### src/rtl/fifo_pkg.sv
// Shared types and helpers for the wide-write / narrow-read FIFO.
package fifo_pkg;

  typedef enum logic {
    SliceMsbFirst,
    SliceLsbFirst
  } slice_order_e;

  // Level counts narrow slices: up to 2**aw * ratio, hence the extra bit.
  function automatic int unsigned level_width(input int unsigned aw, input int unsigned ratio);
    return aw + $clog2(ratio) + 1;
  endfunction

  // Modular difference of two width-bit pointers.
  function automatic logic [31:0] ptr_diff(input logic [31:0] a, input logic [31:0] b,
                                           input int unsigned width);
    return (a - b) & ((32'd1 << width) - 32'd1);
  endfunction

endpackage

### src/rtl/fifo_width_conv_if.sv
// Handshake bundle for fifo_width_conv; FIFO_ERR_FLAGS_EN adds overflow/underflow.
interface fifo_width_conv_if
  import fifo_pkg::*;
#(
  parameter int unsigned DATA_WIDTH    = 8,
  parameter int unsigned RATIO         = 2,
  parameter int unsigned ADDRESS_WIDTH = 4
);
  localparam int unsigned LevelW = level_width(ADDRESS_WIDTH, RATIO);

  logic                        write;
  logic [RATIO*DATA_WIDTH-1:0] w_data;
  logic                        read;
  logic [DATA_WIDTH-1:0]       r_data;
  logic                        full_flag;
  logic                        empty_flag;
  logic                        almost_full;
  logic                        almost_empty;
  logic [LevelW-1:0]           level;
`ifdef FIFO_ERR_FLAGS_EN
  logic                        overflow;
  logic                        underflow;

  modport master (
    output write, w_data, read,
    input  r_data, full_flag, empty_flag, almost_full, almost_empty, level, overflow, underflow
  );
  modport slave (
    input  write, w_data, read,
    output r_data, full_flag, empty_flag, almost_full, almost_empty, level, overflow, underflow
  );
`else
  modport master (
    output write, w_data, read,
    input  r_data, full_flag, empty_flag, almost_full, almost_empty, level
  );
  modport slave (
    input  write, w_data, read,
    output r_data, full_flag, empty_flag, almost_full, almost_empty, level
  );
`endif

endinterface

### src/rtl/fifo_conv_ctrl.sv
// Pointer, slice index, flag and level bookkeeping for fifo_width_conv.
// FIFO_ERR_FLAGS_EN adds sticky overflow/underflow outputs.
module fifo_conv_ctrl
  import fifo_pkg::*;
#(
  parameter int unsigned RATIO         = 2,
  parameter int unsigned ADDRESS_WIDTH = 4,
  parameter int unsigned AF_THRESH     = 1,
  parameter int unsigned AE_THRESH     = 1,
  localparam int unsigned SubW   = $clog2(RATIO),
  localparam int unsigned LevelW = level_width(ADDRESS_WIDTH, RATIO)
) (
  input  logic                     clk_i,
  input  logic                     reset_i,
  input  logic                     write_i,
  input  logic                     read_i,
  output logic                     w_en_o,
  output logic [ADDRESS_WIDTH-1:0] w_addr_o,
  output logic [ADDRESS_WIDTH-1:0] r_addr_o,
  output logic [SubW-1:0]          sub_idx_o,
  output logic                     full_o,
  output logic                     empty_o,
  output logic                     almost_full_o,
  output logic                     almost_empty_o,
`ifdef FIFO_ERR_FLAGS_EN
  output logic                     overflow_o,
  output logic                     underflow_o,
`endif
  output logic [LevelW-1:0]        level_o
);
  localparam int unsigned PtrW  = ADDRESS_WIDTH + 1;
  localparam int unsigned Depth = 2 ** ADDRESS_WIDTH;
  localparam logic [SubW-1:0] SubLast = SubW'(RATIO - 1);

  logic [PtrW-1:0] w_ptr_q, w_ptr_d, r_ptr_q, r_ptr_d, words_used;
  logic [SubW-1:0] sub_idx_q, sub_idx_d;
  logic            w_acc, r_acc;

  assign empty_o = (w_ptr_q == r_ptr_q);
  assign full_o  = (w_ptr_q[ADDRESS_WIDTH-1:0] == r_ptr_q[ADDRESS_WIDTH-1:0]) &&
                   (w_ptr_q[ADDRESS_WIDTH] != r_ptr_q[ADDRESS_WIDTH]);

  // Acceptance uses registered flags only, so a read never frees a slot for a same-cycle write.
  assign w_acc = write_i & ~full_o;
  assign r_acc = read_i & ~empty_o;

  always_comb begin
    w_ptr_d   = w_ptr_q;
    r_ptr_d   = r_ptr_q;
    sub_idx_d = sub_idx_q;
    if (w_acc) w_ptr_d = w_ptr_q + PtrW'(1);
    if (r_acc) begin
      if (sub_idx_q == SubLast) begin
        sub_idx_d = '0;
        r_ptr_d   = r_ptr_q + PtrW'(1);
      end else begin
        sub_idx_d = sub_idx_q + SubW'(1);
      end
    end
  end

  always_ff @(posedge clk_i or posedge reset_i) begin
    if (reset_i) begin
      w_ptr_q   <= '0;
      r_ptr_q   <= '0;
      sub_idx_q <= '0;
    end else begin
      w_ptr_q   <= w_ptr_d;
      r_ptr_q   <= r_ptr_d;
      sub_idx_q <= sub_idx_d;
    end
  end

  assign words_used     = PtrW'(ptr_diff(32'(w_ptr_q), 32'(r_ptr_q), PtrW));
  assign level_o        = {words_used, {SubW{1'b0}}} - LevelW'(sub_idx_q);
  assign almost_full_o  = (Depth - 32'(words_used)) <= AF_THRESH;
  assign almost_empty_o = 32'(level_o) <= AE_THRESH;

  assign w_en_o    = w_acc;
  assign w_addr_o  = w_ptr_q[ADDRESS_WIDTH-1:0];
  assign r_addr_o  = r_ptr_q[ADDRESS_WIDTH-1:0];
  assign sub_idx_o = sub_idx_q;

`ifdef FIFO_ERR_FLAGS_EN
  logic overflow_q, underflow_q;

  always_ff @(posedge clk_i or posedge reset_i) begin
    if (reset_i) begin
      overflow_q  <= 1'b0;
      underflow_q <= 1'b0;
    end else begin
      if (write_i & full_o)  overflow_q  <= 1'b1;
      if (read_i  & empty_o) underflow_q <= 1'b1;
    end
  end

  assign overflow_o  = overflow_q;
  assign underflow_o = underflow_q;
`endif

endmodule

### src/rtl/fifo_width_conv.sv
// Wide-write / narrow-read FWFT FIFO: storage array and head slice mux.
// FIFO_ERR_FLAGS_EN adds sticky overflow/underflow flags on the interface.
module fifo_width_conv
  import fifo_pkg::*;
#(
  parameter int unsigned DATA_WIDTH    = 8,
  parameter int unsigned RATIO         = 2,
  parameter int unsigned ADDRESS_WIDTH = 4,
  parameter int unsigned LSB_FIRST     = 1,
  parameter int unsigned AF_THRESH     = 1,
  parameter int unsigned AE_THRESH     = 1
) (
  input logic              clk,
  input logic              reset,
  fifo_width_conv_if.slave bus
);
  localparam int unsigned Depth = 2 ** ADDRESS_WIDTH;
  localparam int unsigned SubW  = $clog2(RATIO);
  localparam slice_order_e Order = (LSB_FIRST != 0) ? SliceLsbFirst : SliceMsbFirst;

  logic [RATIO-1:0][DATA_WIDTH-1:0] mem [Depth];
  logic [RATIO-1:0][DATA_WIDTH-1:0] head;
  logic                             w_en;
  logic [ADDRESS_WIDTH-1:0]         w_addr, r_addr;
  logic [SubW-1:0]                  sub_idx, slice_sel;

  fifo_conv_ctrl #(
    .RATIO         (RATIO),
    .ADDRESS_WIDTH (ADDRESS_WIDTH),
    .AF_THRESH     (AF_THRESH),
    .AE_THRESH     (AE_THRESH)
  ) u_ctrl (
    .clk_i          (clk),
    .reset_i        (reset),
    .write_i        (bus.write),
    .read_i         (bus.read),
    .w_en_o         (w_en),
    .w_addr_o       (w_addr),
    .r_addr_o       (r_addr),
    .sub_idx_o      (sub_idx),
    .full_o         (bus.full_flag),
    .empty_o        (bus.empty_flag),
    .almost_full_o  (bus.almost_full),
    .almost_empty_o (bus.almost_empty),
`ifdef FIFO_ERR_FLAGS_EN
    .overflow_o     (bus.overflow),
    .underflow_o    (bus.underflow),
`endif
    .level_o        (bus.level)
  );

  always_ff @(posedge clk) begin
    if (w_en) mem[w_addr] <= bus.w_data;
  end

  assign head = mem[r_addr];

  // RATIO is a power of two, so RATIO-1-sub_idx is the bitwise complement.
  assign slice_sel  = (Order == SliceLsbFirst) ? sub_idx : ~sub_idx;
  assign bus.r_data = bus.empty_flag ? '0 : head[slice_sel];

endmodule

### src/flat_wrapper.sv
// flat-port wrapper written by rule: the top's interface ports become plain ports
module fifo_width_conv_flat import fifo_pkg::*;
#(
  parameter int unsigned DATA_WIDTH    = 8,
  parameter int unsigned RATIO         = 2,
  parameter int unsigned ADDRESS_WIDTH = 4,
  parameter int unsigned LSB_FIRST     = 1,
  parameter int unsigned AF_THRESH     = 1,
  parameter int unsigned AE_THRESH     = 1
)
  (clk, reset, bus_write, bus_w_data, bus_read, bus_r_data, bus_full_flag, bus_empty_flag, bus_almost_full, bus_almost_empty, bus_level);
  fifo_width_conv_if #(.DATA_WIDTH(DATA_WIDTH), .RATIO(RATIO), .ADDRESS_WIDTH(ADDRESS_WIDTH)) bus_i ();
  input logic clk;
  input logic reset;
  input wire logic [$bits(bus_i.write)-1:0] bus_write;
  input wire logic [$bits(bus_i.w_data)-1:0] bus_w_data;
  input wire logic [$bits(bus_i.read)-1:0] bus_read;
  output wire logic [$bits(bus_i.r_data)-1:0] bus_r_data;
  output wire logic [$bits(bus_i.full_flag)-1:0] bus_full_flag;
  output wire logic [$bits(bus_i.empty_flag)-1:0] bus_empty_flag;
  output wire logic [$bits(bus_i.almost_full)-1:0] bus_almost_full;
  output wire logic [$bits(bus_i.almost_empty)-1:0] bus_almost_empty;
  output wire logic [$bits(bus_i.level)-1:0] bus_level;
  assign bus_i.write = bus_write;
  assign bus_i.w_data = bus_w_data;
  assign bus_i.read = bus_read;
  assign bus_r_data = bus_i.r_data;
  assign bus_full_flag = bus_i.full_flag;
  assign bus_empty_flag = bus_i.empty_flag;
  assign bus_almost_full = bus_i.almost_full;
  assign bus_almost_empty = bus_i.almost_empty;
  assign bus_level = bus_i.level;
  fifo_width_conv #(.DATA_WIDTH(DATA_WIDTH), .RATIO(RATIO), .ADDRESS_WIDTH(ADDRESS_WIDTH), .LSB_FIRST(LSB_FIRST), .AF_THRESH(AF_THRESH), .AE_THRESH(AE_THRESH)) u_core (.clk(clk), .reset(reset), .bus(bus_i));
endmodule
### config.mk
export PLATFORM = sky130hd
export DESIGN_NAME = fifo_width_conv_flat
export DESIGN_NICKNAME = d
export VERILOG_FILES = /design/src/rtl/fifo_pkg.sv /design/src/rtl/fifo_width_conv_if.sv /design/src/rtl/fifo_conv_ctrl.sv /design/src/rtl/fifo_width_conv.sv /design/src/flat_wrapper.sv
export SDC_FILE = /design/constraint.sdc
export NUM_CORES = 1
export LEC_CHECK = 0
export CAP_MARGIN = 20
export CORE_MARGIN = 3
export CORE_UTILIZATION = 28
export CTS_BUF_LIST = sky130_fd_sc_hd__clkbuf_8
export DETAILED_ROUTE_END_ITERATION = 10
export HOLD_SLACK_MARGIN = 0.02
export MAX_ROUTING_LAYER = met4
export PLACE_DENSITY = 0.45
export SLEW_MARGIN = 0
export SYNTH_ARGS = -nofsm -noshare
export SYNTH_HDL_FRONTEND = slang
export SYNTH_HIERARCHICAL = 1
export SYNTH_SLANG_ARGS = --single-unit
export TNS_END_PERCENT = 20
### constraint.sdc
create_clock -name clk -period 5 [get_ports clk]
set_clock_uncertainty 0.2 [all_clocks]
set_input_delay 0.75 -clock clk [delete_from_list [all_inputs] [get_ports clk]]
set_output_delay 0.75 -clock clk [all_outputs]
set_load 0.01 [all_outputs]
==> flow_summary.yaml, run 1 <==
cells_and_area:
  finalNonFillerCells: 1157
  fillers: 3606
  area_growth_pct: 17.6
  postLayoutCoreUtil: 0.338
  final_layout_size_suffix_gt1_frac: 0.224
  fin_nets: 639
  n_antenna_cell: 0
sta:
  final.min_clock_period_ps: 4510
  maxSlewHeadroom: 0.520
  hold_violations: 0
  setup_viol: 0
  finalMaxSlewViolations: 0
  finalCritPeriodShare: 0.901
  tightest_slew_ps: 718
  fin_setup_tns_ps: 0
  grt_setup_unrepaired: "no"
  fmax_mhz: 222
critical_path:
  cp_max_fo: 10
  critPathLaunchType: "register"
  crit_path_end_kind: "output pin"
  arrival_ps: 3560
  path_class: "reg -> out"
  cp.required_ps: 4050
synth:
  synth_compound_area_frac: 0.0310
  synth-xor-area-share: 0.0143
  synthesis.nets: 561
  yosys.area.top_type: "edfxtp_1"
  synth-simple-area-share: 0.0270
  synth_top_area_frac: 0.702
  synth-edff-count: 256
  synth_area_leaders: "edfxtp_1 (70%), mux4_1 (6.5%), mux4_2 (6.2%), mux2i_1 (3.1%), dfrtp_1 (2.5%)"
  avgSynthCellArea_sq_um: 20.6
  postSynth.topFlopCell: "edfxtp_1"
  synth.yosys.warnings: 6
  async_reset_ff_frac: 0.0412
  netlist_instances: 531
  synthesis.area_sq_um: 10900
  synth_top_family_by_area: "multiplexers"
  synth_mux_area_frac: 0.160
  synthDistinctLibCells: 46
  synth.yosys.seq_area_share: 0.727
  ys_ff_latch: 267
  synth_fa_ha_area_frac: 0.0121
  post-synth-top-count-cell: "edfxtp_1"
  yosys-top-cells-count: "edfxtp_1 (256), mux2i_1 (34), mux4_2 (30)"
die:
  die_h_um: 204
  start_util: 0.287
  rows: 71
  core_sq_um: 38100
  die-width_um: 204
  die-area_sq_um: 41500
  ios: 38
clocking:
  cts.htree.levels: 2
  numCtsBuffers: 45
  hold_buffers: 0
  cts.sinks: 267
  cts_root_buffer: "clkbuf_8"
  clk_pin_slew_ps: 60
  clockBufferDepth: 3
  clk_latency_ps: 560
  cts_tree: "built"
  post_cts_buffers: 0
  cts_resized: 0
global_routing:
  grt_overflow: 0
  grt_max_degree: 67
  grt_pass1_vias: 5854
  grt_pass1_wl_um: 38900
  track_usage: 0.130
  grt_antenna_before_repair: 0
detailed_routing:
  met3_length_um: 1200
  top_layer: "met4"
  dr.first_iter.drc_count: 278
  routed_wl_um: 26000
  wl_met2_um: 13000
  viasPerCell: 4.69
  post-route-drc-count: 0
  via_count: 5422
  wl_met1_um: 11300
  drtPass1Iterations: 5
  drtAntennaViolNets: 0
  post_drt_wl_per_cell_um: 22.5
pwr:
  pwr_density_cell_nw_per_um2: 600
  peakVddDrop_mv: 0.279
  p_leak_nw: 4.28
outcome:
  status: "finished clean"
placement:
  gp_congestion: 0.773
  hpwl_um: 15500
  dp_cells: 1073
  io_buffer_count: 37
min_path:
  hp-class: "in -> async"
job:
  drv_cap: 0
==> layer usage <==
metal  track usage  vias to the layer above
met2         0.215                      145
met3        0.0260                       51
met4        0.0332                        0
met1         0.166                     2852
li1              -                     2374
met5             -                        -
==> cell type report <==
| type | count | area (sq um) | area share |
|---|---|---|---|
| Tap cell | 511 | 639 | 0.0497 |
| Clock buffer | 50 | 688 | 0.0535 |
| Clock inverter | 34 | 225 | 0.0175 |
| Multi-Input combinational cell | 222 | 2720 | 0.211 |
| Inverter | 10 | 37.5 | 0.00292 |
| Sequential cell | 267 | 7970 | 0.619 |
| Timing Repair Buffer | 63 | 591 | 0.0459 |
==> worst paths after layout <==
kind                            slack [ps]                                   end                                  from  depth (start not counted)
worst max-delay path                   490                      bus_almost_empty  u_core/u_ctrl/w_ptr_q[0]$_DFFE_PP0P_                          9
worst min-delay path                   310  u_core/u_ctrl/w_ptr_q[2]$_DFFE_PP0P_                                 reset                          2
worst max register to register        1380           u_core/mem[13][3]$_DFFE_PP_  u_core/u_ctrl/r_ptr_q[1]$_DFFE_PP0P_                          7
worst min register to register         370  u_core/u_ctrl/r_ptr_q[4]$_DFFE_PP0P_  u_core/u_ctrl/r_ptr_q[4]$_DFFE_PP0P_                          1
max in group asynchronous             3900  u_core/u_ctrl/r_ptr_q[0]$_DFFE_PP0P_                                 reset                          2
min in group clk                       370  u_core/u_ctrl/r_ptr_q[4]$_DFFE_PP0P_  u_core/u_ctrl/r_ptr_q[4]$_DFFE_PP0P_                          1
==> cell usage in the layout (no fill, tap or decap), drive strengths merged <==
cell	n
a2111o	1
nand2b	3
bufinv	3
buf	26
a21oi	4
inv	25
a22oi	7
nand3	6
and4	1
clkinvlp	1
o2bb2ai	1
mux2i	34
clkdlybuf4s50	37
dfrtp	11
clkbuf	50
a221o	8
and2	2
a21boi	1
a221oi	7
nor4b	1
nand4	5
o21ai	9
mux4	57
clkinv	15
a31oi	7
mux2	2
nand2	6
fa	1
a21o	1
nand4b	1
xor2	6
xnor2	11
ha	9
nor3	4
nand3b	3
or3b	1
nor2b	4
nor2	19
edfxtp	256
==> sequential cells by signal, summed over array words and instances (netlist names) <==
signal                   cells
u_core/mem                 256
u_core/u_ctrl/sub_idx_o      1
u_core/u_ctrl/r_ptr_q        5
u_core/u_ctrl/w_ptr_q        5
==> where the power goes <==
part	total (mW)	leakage (nW)	internal (mW)	switching, mW
Combinational	2.92	1.31	1.34	1.58
Sequential	2.86	2.44	2.72	0.139
Clock	1.95	0.527	1.08	0.867
==> critical path: stages, from the launching register on <==
cell and delay, ps:
dfrtp_1 570, inv_1 140, ha_1 230, inv_1 70
fa_1 460, nor2b_1 250, nand2_1 110, xor2_1 180
nor4b_1 370, clkdlybuf4s50_1 620
==> metrics by stage <==
| step | hold slack, ps | power, mW | setup WS (ps) | area, sq um |
|---|---|---|---|---|
| floorplan | 288 | 4.82 | 1340 | 10900 |
| global placement | 355 | 5.83 | 1240 | 12000 |
| detailed placement | 367 | 5.88 | 1090 | 12000 |
| CTS | 312 | 7.85 | 466 | 12900 |
| global route | 341 | 8.13 | 236 | 12900 |
| finish | 312 | 7.73 | 493 | 12900 |
==> logic make-up after synthesis <==
group	Yosys count
buffers and inverters	42
adder cells (fa/ha/maj)	10
XOR/XNOR	17
AO/OA/AOI/OAI	46
flip-flops	267
multiplexers	93
AND/OR/NAND/NOR	56
Note: power is estimated with default switching activity, not from simulation.
==> inputs of run 2 (changes only) <==
Settings changed: CORE_UTILIZATION 28 to 63, PLACE_DENSITY 0.45 to 0.84.
==> run 2 against run 1 <==
  * Worst setup slack improved by 100 ps
  * Global-route usage is 13 points higher
  * Via count grew 5.3%
  * Fmax grew 2.3%
==> flow_summary.yaml, run 2 (synthesis gave the netlist of run 1 again) <==
outcome:
  status: "finished clean"
cells_and_area:
  final_layout_size_suffix_gt1_frac: 0.194
  fillers: 924
  area_growth_pct: 12.2
  final_common_cell: "edfxtp_1"
  n_antenna_cell: 0
  largest-register: "u_core/mem"
  layout.cells.most_common_list: "edfxtp_1 (256), clkbuf_8 (41), clkdlybuf4s50_1 (37)"
  postLayoutCoreUtil: 0.730
  top_regs: "u_core/mem (256), u_core/u_ctrl/r_ptr_q (5), u_core/u_ctrl/w_ptr_q (5)"
  fin_nets: 635
  finalNonFillerCells: 855
  largest_reg_flops: 256
sta:
  tightest_slew_ps: 1090
  fin_setup_tns_ps: 0
  hold_violations: 0
  setup_viol: 0
  grt_setup_unrepaired: "no"
  maxSlewHeadroom: 0.275
  final.min_clock_period_ps: 4410
  holdWs_ps: 328
  finalMaxSlewViolations: 0
  fmax_mhz: 227
  finalCritPeriodShare: 0.881
pwr:
  peakVddDrop_mv: 0.391
  p_sw_mw: 2.44
  power_mw: 7.27
  clkPwrFrac: 0.213
  p_int_mw: 4.83
  p_leak_nw: 4.16
  pwr-share-seq: 0.392
  pwr_density_cell_nw_per_um2: 592
  power_frac_comb: 0.394
  switching_share: 0.336
clocking:
  clk_latency_ps: 510
  clk_pin_slew_ps: 60
  cts.sinks: 267
  post_cts_buffers: 0
  cts_tree: "built"
  hold_buffers: 0
  cts_root_buffer: "clkbuf_8"
  clockBufferDepth: 3
  numCtsBuffers: 41
  cts.htree.levels: 2
  cts_resized: 0
detailed_routing:
  drtPass1Iterations: 5
  viasPerCell: 6.67
  dr.first_iter.drc_count: 866
  post_drt_wl_per_cell_um: 26.7
  drtAntennaViolNets: 0
  via_count: 5707
  routed_wl_um: 22800
  post-route-drc-count: 0
critical_path:
  critPathLaunch: "u_core/u_ctrl/w_ptr_q[0]$_DFFE_PP0P_"
  worstRegToRegCells: 7
  cp_max_fo: 10
  arrival_ps: 3460
  r2r_end: "u_core/mem[0][7]$_DFFE_PP_"
  path_class: "reg -> out"
  crit_path_end_kind: "output pin"
  cp.required_ps: 4050
  crit_path_end: "bus_almost_empty"
  worst-r2r-setup-slack_ps: 1080
  r2r-start: "u_core/u_ctrl/w_ptr_q[0]$_DFFE_PP0P_"
  critPathLaunchType: "register"
die:
  ios: 38
  die-width_um: 138
  start_util: 0.651
  die-area_sq_um: 19000
  rows: 47
  die_h_um: 138
  core_sq_um: 16800
global_routing:
  grt_antenna_before_repair: 0
  grt_pass1_vias: 5748
  grt_overflow: 0
  grt_pass1_wl_um: 35000
  track_usage: 0.263
  grt_max_degree: 67
placement:
  gp_congestion: 0.873
  hpwl_um: 13800
  io_buffer_count: 37
  dp_cells: 782
job:
  drv_cap: 0
min_path:
  hp-class: "in -> async"
-- run 2: cell count changes in the layout (fill, tap and decap cells not counted), moves of 3 or more --
cell       delta
bufinv_16     -3
clkbuf_8      -9
clkinv_1      +7
inv_1         -5
nor2_2        -9
nor2_1        +9
-- run 2: how the worst min path moves through the flow --
stage                                               startpoint                                    to  slack, ps  cells past startpoint
after floorplan           u_core/u_ctrl/r_ptr_q[3]$_DFFE_PP0P_  u_core/u_ctrl/r_ptr_q[3]$_DFFE_PP0P_        290                      1
after global placement    u_core/u_ctrl/r_ptr_q[4]$_DFFE_PP0P_  u_core/u_ctrl/r_ptr_q[4]$_DFFE_PP0P_        350                      1
after detailed placement  u_core/u_ctrl/r_ptr_q[4]$_DFFE_PP0P_  u_core/u_ctrl/r_ptr_q[4]$_DFFE_PP0P_        360                      1
after CTS                                                reset  u_core/u_ctrl/r_ptr_q[1]$_DFFE_PP0P_        320                      2
after global routing                                     reset   u_core/u_ctrl/sub_idx_o$_DFFE_PP0P_        330                      2
final                                                    reset  u_core/u_ctrl/w_ptr_q[1]$_DFFE_PP0P_        330                      2
-- run 2: layer usage --
metal | global-route usage | vias to the layer above | wire, um
met5 | - | - | 0
met4 | 0.0670 | 0 | 432
met3 | 0.0603 | 49 | 2090
met2 | 0.411 | 340 | 11400
met1 | 0.362 | 2954 | 8900
li1 | - | 2364 | -
-- run 2: per-stage QoR --
stage	setup slack, ps	instance area, sq um
final	593	12300
after global routing	392	12300
after floorplan	1340	10900
after global placement	1340	11600
after CTS	602	12300
after detailed placement	1160	11600
-- run 2: power groups by stage --
stage          Combinational (mW)  Sequential [mW]  Clock [mW]
3_3_place_gp                 2.76             2.87           0
4_1_cts                      2.86             2.85        1.58
3_5_place_dp                 2.85             2.89           0
2_1_floorplan                1.97             2.84           0
5_1_grt                      3.06             2.87        1.68
6_report                     2.87             2.85        1.55
-- run 2: cell type report --
type,count,area [sq um],area share
Inverter,10,37.5,0.00306
Clock inverter,32,136,0.0111
Clock buffer,41,564,0.0459
Timing Repair Buffer,63,603,0.0491
Multi-Input combinational cell,222,2700,0.220
Sequential cell,267,7970,0.649
Tap cell,220,275,0.0224
-- run 2: critical path: stages, from the launching register on --
cell and delay [ps]:
dfrtp_1 570, inv_1 140, ha_1 240, inv_1 70, fa_1 450, nor2b_1 240
nand2_1 100, xor2_1 170, nor4b_1 350, clkdlybuf4s50_1 620
==> inputs of run 3 (changes only) <==
Clock period 5 ns to 4.85 ns, I/O delays scaled along.
==> run 3 against run 2 <==
  * Flip-flop and latch count stayed put
  * Register-to-register slack got worse by 190 ps
  * Count of clock-buffer cells in the layout is 1 higher
  * Power increased by 3.0%
  * Design area is 0.12% lower
  * Wire length fell by 0.29%
  * Global-route usage down 0.32 points
  * Critical path type unchanged
  * Critical endpoint is now bus_level[5]
==> flow_summary.yaml, run 3 (synthesis gave the netlist of run 1 again) <==
cells_and_area:
  final_common_cell: "edfxtp_1"
  fin_nets: 636
  finalNonFillerCells: 858
  top_regs: "u_core/mem (256), u_core/u_ctrl/r_ptr_q (5), u_core/u_ctrl/w_ptr_q (5)"
  layout.cells.most_common_list: "edfxtp_1 (256), clkbuf_8 (42), clkdlybuf4s50_1 (37)"
  largest-register: "u_core/mem"
  largest_reg_flops: 256
  final_layout_size_suffix_gt1_frac: 0.191
  area_growth_pct: 12.1
  n_antenna_cell: 0
  postLayoutCoreUtil: 0.729
critical_path:
  crit_path_end_kind: "output pin"
  r2r_end: "u_core/mem[1][4]$_DFFE_PP_"
  max_stage_delay_ps: 740
  worstPathCellList: "ha_1 -> inv_1 -> fa_1 -> xnor2_1 -> nand4b_1 -> mux2i_1 -> xor2_1 -> clkdlybuf4s50_1"
  cp_max_fo: 27
  critPathLaunchType: "register"
  r2r-start: "u_core/u_ctrl/r_ptr_q[2]$_DFFE_PP0P_"
  cp.required_ps: 3920
  path_class: "reg -> out"
  cp_slowest_cell: "dfrtp_4"
  arrival_ps: 3610
  worstRegToRegCells: 7
  worst-r2r-setup-slack_ps: 890
clocking:
  clk_pin_slew_ps: 60
  cts.sinks: 267
  cts_root_buffer: "clkbuf_8"
  numCtsBuffers: 41
  cts_resized: 0
  clk_latency_ps: 520
  cts_tree: "built"
  hold_buffers: 0
  cts.htree.levels: 2
  post_cts_buffers: 0
  clockBufferDepth: 3
job:
  drv_cap: 0
min_path:
  hp-class: "in -> async"
placement:
  io_buffer_count: 37
  gp_congestion: 0.829
  hpwl_um: 13900
  dp_cells: 783
sta:
  final.min_clock_period_ps: 4540
  finalCritPeriodShare: 0.936
  tightest_slew_ps: 871
  setup_viol: 0
  fmax_mhz: 220
  hold_violations: 0
  grt_setup_unrepaired: "no"
  finalMaxSlewViolations: 0
  fin_setup_tns_ps: 0
  maxSlewHeadroom: 0.416
outcome:
  status: "finished clean"
detailed_routing:
  drtPass1Iterations: 5
  dr.first_iter.drc_count: 667
  viasPerCell: 6.54
  routed_wl_um: 22800
  post_drt_wl_per_cell_um: 26.5
  post-route-drc-count: 0
  via_count: 5610
  drtAntennaViolNets: 0
global_routing:
  grt_pass1_vias: 5842
  track_usage: 0.260
  grt_pass1_wl_um: 34400
  grt_overflow: 0
  grt_max_degree: 28
  grt_antenna_before_repair: 0
pwr:
  p_leak_nw: 4.19
  p_int_mw: 4.98
  p_sw_mw: 2.52
  pwr-share-seq: 0.404
  pwr_density_cell_nw_per_um2: 611
  power_frac_comb: 0.379
  switching_share: 0.336
  power_mw: 7.49
  peakVddDrop_mv: 0.327
  clkPwrFrac: 0.216
die:
  start_util: 0.651
  die-area_sq_um: 19000
  ios: 38
  die-width_um: 138
  core_sq_um: 16800
  rows: 47
  die_h_um: 138
==> run 3: changes by cell type in the layout (fill, tap and decap cells not counted), moves of 3 or more <==
cell | before | now
buf_12 | 3 | 0
clkinv_2 | 7 | 4
clkinv_1 | 13 | 8
buf_4 | 23 | 27
inv_1 | 19 | 28
==> run 3: power groups by stage <==
stage	sequential [mW]	clock, mW	combinational, mW
after global placement	3.05	0	2.73
final	3.03	1.62	2.84
after CTS	3.03	1.65	2.84
after global routing	3.06	1.77	3.03
after floorplan	2.93	0	2.03
after detailed placement	3.07	0	2.82
==> run 3: how the worst max path moves through the flow <==
| stage | startpoint | endpoint | slack (ps) |
|---|---|---|---|
| 6_report | u_core/u_ctrl/r_ptr_q[0]$_DFFE_PP0P_ | bus_level[5] | 310 |
| 2_1_floorplan | u_core/u_ctrl/w_ptr_q[0]$_DFFE_PP0P_ | u_core/mem[0][0]$_DFFE_PP_ | 1190 |
| 5_1_grt | u_core/u_ctrl/r_ptr_q[0]$_DFFE_PP0P_ | bus_level[5] | 150 |
| 4_1_cts | u_core/u_ctrl/r_ptr_q[0]$_DFFE_PP0P_ | bus_level[5] | 360 |
| 3_3_place_gp | u_core/u_ctrl/r_ptr_q[0]$_DFFE_PP0P_ | bus_level[5] | 1060 |
| 3_5_place_dp | u_core/u_ctrl/r_ptr_q[0]$_DFFE_PP0P_ | bus_level[5] | 920 |
==> run 3: layout make-up <==
cell class | count | area (sq um)
flip-flops and latches | 267 | 7970
fillers | 966 | 4550
multi-input cells | 222 | 2700
clock buffers | 42 | 578
repair buffers | 64 | 573
well taps | 220 | 275
clock inverters | 33 | 138
inverters | 10 | 37.5
==> run 3: routing by layer <==
layer | vias up | wire length [um] | global-route usage
li1 | 2365 | - | -
met4 | 0 | 932 | 0.104
met5 | - | 0 | -
met2 | 325 | 11300 | 0.411
met1 | 2844 | 8470 | 0.338
met3 | 76 | 2040 | 0.0544
==> run 3: through the flow <==
step,area (sq um),setup WS [ps],hold slack [ps]
2_1_floorplan,10900,1190,288
3_3_place_gp,11600,1060,350
3_5_place_dp,11600,916,359
6_report,12300,310,299
5_1_grt,12300,149,338
4_1_cts,12300,355,297
==> run 3: worst max-delay path: cells and delay by family (launching register included) <==
kind	cells	cell delay, ps
AND/OR/NAND/NOR	1	180
flip-flops	1	740
buffers and inverters	2	600
XOR/XNOR	2	630
adder cells (fa/ha/maj)	2	680
multiplexers	1	240
